$ cat src/rtl/mul_pkg.sv
// Shared types and helpers for the pipelined multiplier.
// Op encoding, operand signedness and CSA-tree sizing functions.
package mul_pkg;

    typedef enum logic [1:0] {
        MUL_OP_MUL    = 2'b00,
        MUL_OP_MULH   = 2'b01,
        MUL_OP_MULHSU = 2'b10,
        MUL_OP_MULHU  = 2'b11
    } mul_op_t;

    // Returns {a_signed, b_signed}.
    function automatic logic [1:0] op_sign(mul_op_t op);
        logic [1:0] s;
        unique case (op)
            MUL_OP_MULH:   s = 2'b11;
            MUL_OP_MULHSU: s = 2'b10;
            default:       s = 2'b00;
        endcase
        return s;
    endfunction

    // Rows left after `layers` 3:2 layers starting from n rows.
    function automatic int csa_rows(int n, int layers);
        int r;
        r = n;
        for (int i = 0; i < layers; i++) r = r - r / 3;
        return r;
    endfunction

    function automatic int csa_layers(int n);
        int r;
        int l;
        r = n;
        l = 0;
        while (r > 2) begin
            r = r - r / 3;
            l++;
        end
        return l;
    endfunction

    // Registers sit at evenly spaced layer boundaries.
    function automatic bit reg_after(int l, int layers, int nreg);
        bit hit;
        hit = 1'b0;
        for (int k = 1; k <= nreg; k++)
            if (l == (k * layers) / (nreg + 1)) hit = 1'b1;
        return hit;
    endfunction

endpackage

$ cat src/rtl/Adder.sv
// Carry-propagate adder, result modulo 2^WIDTH.
module Adder #(
    parameter int WIDTH = 32
) (
    input  logic [WIDTH-1:0] a,
    input  logic [WIDTH-1:0] b,
    output logic [WIDTH-1:0] sum
);
    assign sum = a + b;
endmodule

$ cat src/rtl/CSA3T2.sv
// 3:2 carry-save compressor, bitwise; carry is returned unshifted.
module CSA3T2 #(
    parameter int WIDTH = 32
) (
    input  logic [WIDTH-1:0] a,
    input  logic [WIDTH-1:0] b,
    input  logic [WIDTH-1:0] c,
    output logic [WIDTH-1:0] sum,
    output logic [WIDTH-1:0] carry
);
    assign sum   = a ^ b ^ c;
    assign carry = (a & b) | (a & c) | (b & c);
endmodule

$ cat src/rtl/mul_csa_tree.sv
// Generic N-row to 2-row carry-save reduction with optional
// register ranks inserted after evenly spaced layers.
module mul_csa_tree
    import mul_pkg::*;
#(
    parameter int WIDTH = 64,
    parameter int ROWS  = 34,
    parameter int NREG  = 1
) (
    input  logic                  clk,
    input  logic                  en,
    input  logic [ROWS*WIDTH-1:0] rows,
    output logic [WIDTH-1:0]      sum,
    output logic [WIDTH-1:0]      carry
);
    localparam int L = csa_layers(ROWS);

    logic [ROWS*WIDTH-1:0] lay [L+1];

    assign lay[0] = rows;

    for (genvar l = 1; l <= L; l++) begin : g_lay
        localparam int NI = csa_rows(ROWS, l - 1);
        localparam int G  = NI / 3;
        logic [ROWS*WIDTH-1:0] lay_d;

        for (genvar k = 0; k < G; k++) begin : g_csa
            logic [WIDTH-1:0] s;
            logic [WIDTH-1:0] c;
            CSA3T2 #(.WIDTH(WIDTH)) u_csa (
                .a    (lay[l-1][(3*k)*WIDTH +: WIDTH]),
                .b    (lay[l-1][(3*k+1)*WIDTH +: WIDTH]),
                .c    (lay[l-1][(3*k+2)*WIDTH +: WIDTH]),
                .sum  (s),
                .carry(c)
            );
            assign lay_d[(2*k)*WIDTH +: WIDTH]   = s;
            assign lay_d[(2*k+1)*WIDTH +: WIDTH] = {c[WIDTH-2:0], 1'b0};
        end

        for (genvar j = 3 * G; j < NI; j++) begin : g_pass
            assign lay_d[(j-G)*WIDTH +: WIDTH] = lay[l-1][j*WIDTH +: WIDTH];
        end

        assign lay_d[ROWS*WIDTH-1:(NI-G)*WIDTH] = '0;

        if (reg_after(l, L, NREG)) begin : g_reg
            logic [ROWS*WIDTH-1:0] lay_q;
            always_ff @(posedge clk) begin
                if (en) lay_q <= lay_d;
            end
            assign lay[l] = lay_q;
        end else begin : g_comb
            assign lay[l] = lay_d;
        end
    end

    assign sum   = lay[L][WIDTH-1:0];
    assign carry = lay[L][2*WIDTH-1:WIDTH];
endmodule

$ cat src/rtl/mul_pipe.sv
// Pipelined MUL/MULH/MULHSU/MULHU unit with valid/ready on both
// sides, tag sideband, flush and output backpressure.
module mul_pipe
    import mul_pkg::*;
#(
    parameter int WIDTH  = 32,
    parameter int STAGES = 3,
    parameter int TAG_W  = 5
) (
    input  logic               clk,
    input  logic               rst,
    input  logic               flush,
    input  logic               in_valid,
    output logic               in_ready,
    input  logic [1:0]         in_op,
    input  logic [WIDTH-1:0]   in_a,
    input  logic [WIDTH-1:0]   in_b,
    input  logic [TAG_W-1:0]   in_tag,
    output logic               out_valid,
    input  logic               out_ready,
    output logic [WIDTH-1:0]   out_result,
    output logic [2*WIDTH-1:0] out_product,
    output logic [TAG_W-1:0]   out_tag,
    output logic               busy
);
    localparam int PW = 2 * WIDTH;
    localparam int N  = WIDTH + 2;

    logic             adv;
    logic             acc;
    logic [1:0]       sg;
    logic [PW-1:0]    a_ext;
    logic             b_top;
    logic [N*PW-1:0]  pp_d;
    logic [N*PW-1:0]  pp;
    logic [PW-1:0]    t_sum;
    logic [PW-1:0]    t_carry;
    logic [PW-1:0]    cpa;
    mul_op_t          cpa_op;
    logic [STAGES-1:0] vld_q;
    logic [STAGES-1:0] vld_d;
    mul_op_t          op_q  [STAGES];
    logic [TAG_W-1:0] tag_q [STAGES];
    logic [PW-1:0]    prod_q;
    logic [PW-1:0]    prod_d;
    logic [WIDTH-1:0] res_q;
    logic [WIDTH-1:0] res_d;

    assign adv      = !vld_q[STAGES-1] || out_ready;
    assign in_ready = adv && !flush && !rst;
    assign acc      = in_valid && in_ready;

    // A signed b contributes -b[W-1]*2^W: rows ~a<<W and 1<<W.
    always_comb begin
        sg    = op_sign(mul_op_t'(in_op));
        a_ext = sg[1] ? {{WIDTH{in_a[WIDTH-1]}}, in_a}
                      : {{WIDTH{1'b0}}, in_a};
        b_top = sg[0] & in_b[WIDTH-1];
        pp_d  = '0;
        for (int i = 0; i < WIDTH; i++)
            pp_d[i*PW +: PW] = in_b[i] ? a_ext << i : '0;
        pp_d[WIDTH*PW +: PW]     = b_top ? ~a_ext << WIDTH : '0;
        pp_d[(WIDTH+1)*PW +: PW] = b_top ? PW'(1) << WIDTH : '0;
    end

    if (STAGES > 1) begin : g_pp
        logic [N*PW-1:0] pp_q;
        always_ff @(posedge clk) begin
            if (adv) pp_q <= pp_d;
        end
        assign pp     = pp_q;
        assign cpa_op = op_q[STAGES-2];
    end else begin : g_nopp
        assign pp     = pp_d;
        assign cpa_op = mul_op_t'(in_op);
    end

    mul_csa_tree #(
        .WIDTH(PW),
        .ROWS (N),
        .NREG (STAGES > 2 ? STAGES - 2 : 0)
    ) u_tree (
        .clk  (clk),
        .en   (adv),
        .rows (pp),
        .sum  (t_sum),
        .carry(t_carry)
    );

    Adder #(.WIDTH(PW)) u_cpa (
        .a  (t_sum),
        .b  (t_carry),
        .sum(cpa)
    );

    always_comb begin
        prod_d = cpa;
        res_d  = (cpa_op == MUL_OP_MUL) ? cpa[WIDTH-1:0] : cpa[PW-1:WIDTH];
        vld_d  = '0;
        vld_d[0] = acc;
        for (int i = 1; i < STAGES; i++) vld_d[i] = vld_q[i-1];
    end

    always_ff @(posedge clk) begin
        if (rst) begin
            vld_q  <= '0;
            prod_q <= '0;
            res_q  <= '0;
            for (int i = 0; i < STAGES; i++) begin
                op_q[i]  <= MUL_OP_MUL;
                tag_q[i] <= '0;
            end
        end else begin
            if (flush)    vld_q <= '0;
            else if (adv) vld_q <= vld_d;
            if (adv) begin
                op_q[0]  <= mul_op_t'(in_op);
                tag_q[0] <= in_tag;
                for (int i = 1; i < STAGES; i++) begin
                    op_q[i]  <= op_q[i-1];
                    tag_q[i] <= tag_q[i-1];
                end
                prod_q <= prod_d;
                res_q  <= res_d;
            end
        end
    end

    assign out_valid   = vld_q[STAGES-1];
    assign out_result  = res_q;
    assign out_product = prod_q;
    assign out_tag     = tag_q[STAGES-1];
    assign busy        = |vld_q;
endmodule
$ cat config.mk
export PLATFORM = sky130hd
export DESIGN_NAME = mul_pipe
export DESIGN_NICKNAME = d
export VERILOG_FILES = /design/src/rtl/mul_pkg.sv /design/src/rtl/Adder.sv /design/src/rtl/CSA3T2.sv /design/src/rtl/mul_csa_tree.sv /design/src/rtl/mul_pipe.sv
export SDC_FILE = /design/constraint.sdc
export NUM_CORES = 2
export LEC_CHECK = 0
export CAP_MARGIN = 20
export CORE_MARGIN = 1.5
export CORE_UTILIZATION = 40
export DETAILED_ROUTE_END_ITERATION = 8
export DONT_BUFFER_PORTS = 1
export SLEW_MARGIN = 20
export SYNTH_ARGS = -nofsm -noshare
export SYNTH_HDL_FRONTEND = slang
export SYNTH_SLANG_ARGS = --single-unit
$ cat constraint.sdc
create_clock -name clk -period 57.3 [get_ports clk]
set_clock_uncertainty 0.05 [all_clocks]
set_input_delay 8.595 -clock clk [delete_from_list [all_inputs] [get_ports clk]]
set_output_delay 8.595 -clock clk [all_outputs]
set_load 0.01 [all_outputs]
==> run summary <==
Status: completed
Filler instances: 19,200
Clock-pin transition on the worst setup and hold timing paths: 0.06 ns
DRC: 0
Final GP Congestion: 0.842
Adder-Cell Fraction of Synth Area: 28.4%
Synth cell types: 70
Global-route wire length before repair: 305,000 um
Reg2Reg Depth: 16
Fin. Hold Viols: 0
Ys flop type: edfxtp_1
Worst skew pair latency: 0.82 ns
Vias per inst: 4.87
Unrepaired setup endpoints after global routing: false
Nets: 7,508
Pre-CTS WS: 38.53 ns
Sequential share of the synthesized area: 51.5%
Via count: 44,300
Synthesized area: 85,900 um2
CTS tree: done
Part of the cycle the worst path needs: 32.8%
Ports: 180
Crit path time final: 18.78 ns
PortBufs: 0
FP Rows: 169
CP endpoint kind: primary output
Worst Hold Path Cells: 0
CTS Sinks: 1,507
Commonest cells after routing, fill and taps aside: edfxtp_1 (1,408), inv_1 (1,341), fa_1 (1,103), and2_1 (1,083), ha_1 (186)
Syn avg cell area: 13.8 um2
Die height: 466 um
Layout area overhead: 9.04%
Synth Register Bits: 1,507
Max cap viols: 0
Post-synth EDFFs: 1,408
Setup crit start kind: input port
Fin. max-slew vios: 0
Largest family of logic cells by synthesized area: adder cells
Gr usage total: 18.9%
Final setup fails: 0
Synth Instances: 6,226
Commonest non-fill, non-tap cell in the layout: edfxtp_1
DP HPWL: 140,000 um
Setup TNS: 0 ns
Initial Util: 40.4%
H-tree Lvls: 4
Max Clk Rate: 0.0532 GHz
Crit path kind: input port to primary output
Setup ws final: 38.52 ns
Deepest clock path buffer count: 3
Fin util: 44.0%
Simple-Gate Fraction of Synth Area: 9.65%
Die Span X: 466 um
Initial antenna violation count: 23
Total core area: 213,000 um2
Placed Cells incl. Taps: 8,802
Critical path required time: 48.66 ns
Clock root cell: clkbuf_16
HP Class: register to register
Routed Antenna Nets: 0
Headroom to the max-slew limit: 26.8%
Ys Warns: 0
XOR/XNOR Fraction of Synth Area: 0.755%
Number of setup buffers added after CTS: 0
TritonCTS buffer count: 160
Drt pass-1 iters: 6
Die area: 217,000 um2
CP Max Fanout: 126
Net Count, Synth: 7,591
Async set-or-reset flop fraction in the synthesized netlist: 0%
Crit path DAT: 10.14 ns
Resized Gates After CTS: 0
Post-Layout Cell Count: 9,106
Routed WL: 200,000 um
Vias in the first global route: 47,900
Synth Area in Compound Gates: 2.41%
Post-CTS Hold Buffers: 0
Largest net degree at the start of global routing: 193
Grt ovf: 0
Share of cells above drive strength 1: 4.08%
Initial DRC count: 4,464
Wire length per cell: 22.0 um
Worst-Margin Slew: 1.10 ns
Proportion of synthesized area in mux cells: 0.0933%
-- final timing paths --
check                                                                start                                    endpoint  slack, ns
worst max-delay path                                             out_ready                                    in_ready      38.52
worst max register to register  u_tree.g_lay[4].g_reg.lay_q[225]$_DFFE_PN_                 out_result[28]$_SDFFE_PP0N_      51.49
worst min register to register                   g_pp.pp_q[2144]$_DFFE_PN_  u_tree.g_lay[4].g_reg.lay_q[480]$_DFFE_PN_       0.38
worst min-delay path                             g_pp.pp_q[2144]$_DFFE_PN_  u_tree.g_lay[4].g_reg.lay_q[480]$_DFFE_PN_       0.38
-- stage by stage --
step / area [um2] / hold WS (ns)
after detailed placement: 88500 / 0.362
after floorplan: 85900 / 0.350
after global routing: 93600 / 0.390
after global placement: 88500 / 0.353
after CTS: 93600 / 0.382
final: 93600 / 0.380
-- synth_stat cells, types with 23 or more instances --
library cell	number	area, um2
edfxtp_1	1408	42300
inv_1	1342	5040
fa_1	1103	22100
and2_1	1083	6780
clkbuf_1	239	897
ha_1	186	2330
nand2_1	137	514
a21oi_1	112	561
nor2_1	101	379
dfxtp_1	99	1980
xnor2_1	48	420
o21ai_0	43	215
a211oi_1	30	225
xor2_1	26	228
a21o_1	23	173
-- registers in the layout, summed over array words and instances (netlist names) --
signal / cells
out_product: 64
g_pp.pp_q: 1090
op_q: 4
out_result: 32
u_tree.g_lay.g_reg.lay_q: 299
vld_q: 3
tag_q: 15
-- worst max-delay path, stage by stage --
cell and delay, ns:
nor2b_4 0.03, inv_8 0.49, nand2b_1 0.55, nor2_1 0.35
-- cell type report --
class / instances / area, um2 / area share [%]
clock inverter: 83 / 746 / 0.796
tap: 2821 / 3530 / 3.77
inverter: 1343 / 5050 / 5.39
timing repair buffer: 21 / 186 / 0.199
clock buffer: 207 / 4320 / 4.61
antenna: 14 / 35.0 / 0.0374
multi-input combinational: 3110 / 35500 / 37.9
sequential: 1507 / 44300 / 47.3
-- cells by family after synthesis --
group                      after synthesis
DFF                                   1507
buffers and inverters                 1609
and+or+nand+nor                       1424
AOI/OAI and AO/OA                      315
muxes                                    8
xor gates and xnor gates                74
adders and majority gates             1289
-- per-layer routing --
| layer | vias up | GRT usage [%] | share of wire (%) |
|---|---|---|---|
| met2 | 1410 | 30.3 | 47 |
| met4 | 2 | 4.00 | 1.8 |
| met3 | 251 | 3.88 | 8.0 |
| met5 | - | 0 | 0.0065 |
| met1 | 23300 | 26.7 | 43 |
| li1 | 19300 | - | - |
Power is left out: the tool's default activity adds up to more than one toggle a clock period on the data nets, which glitch-free logic cannot reach.
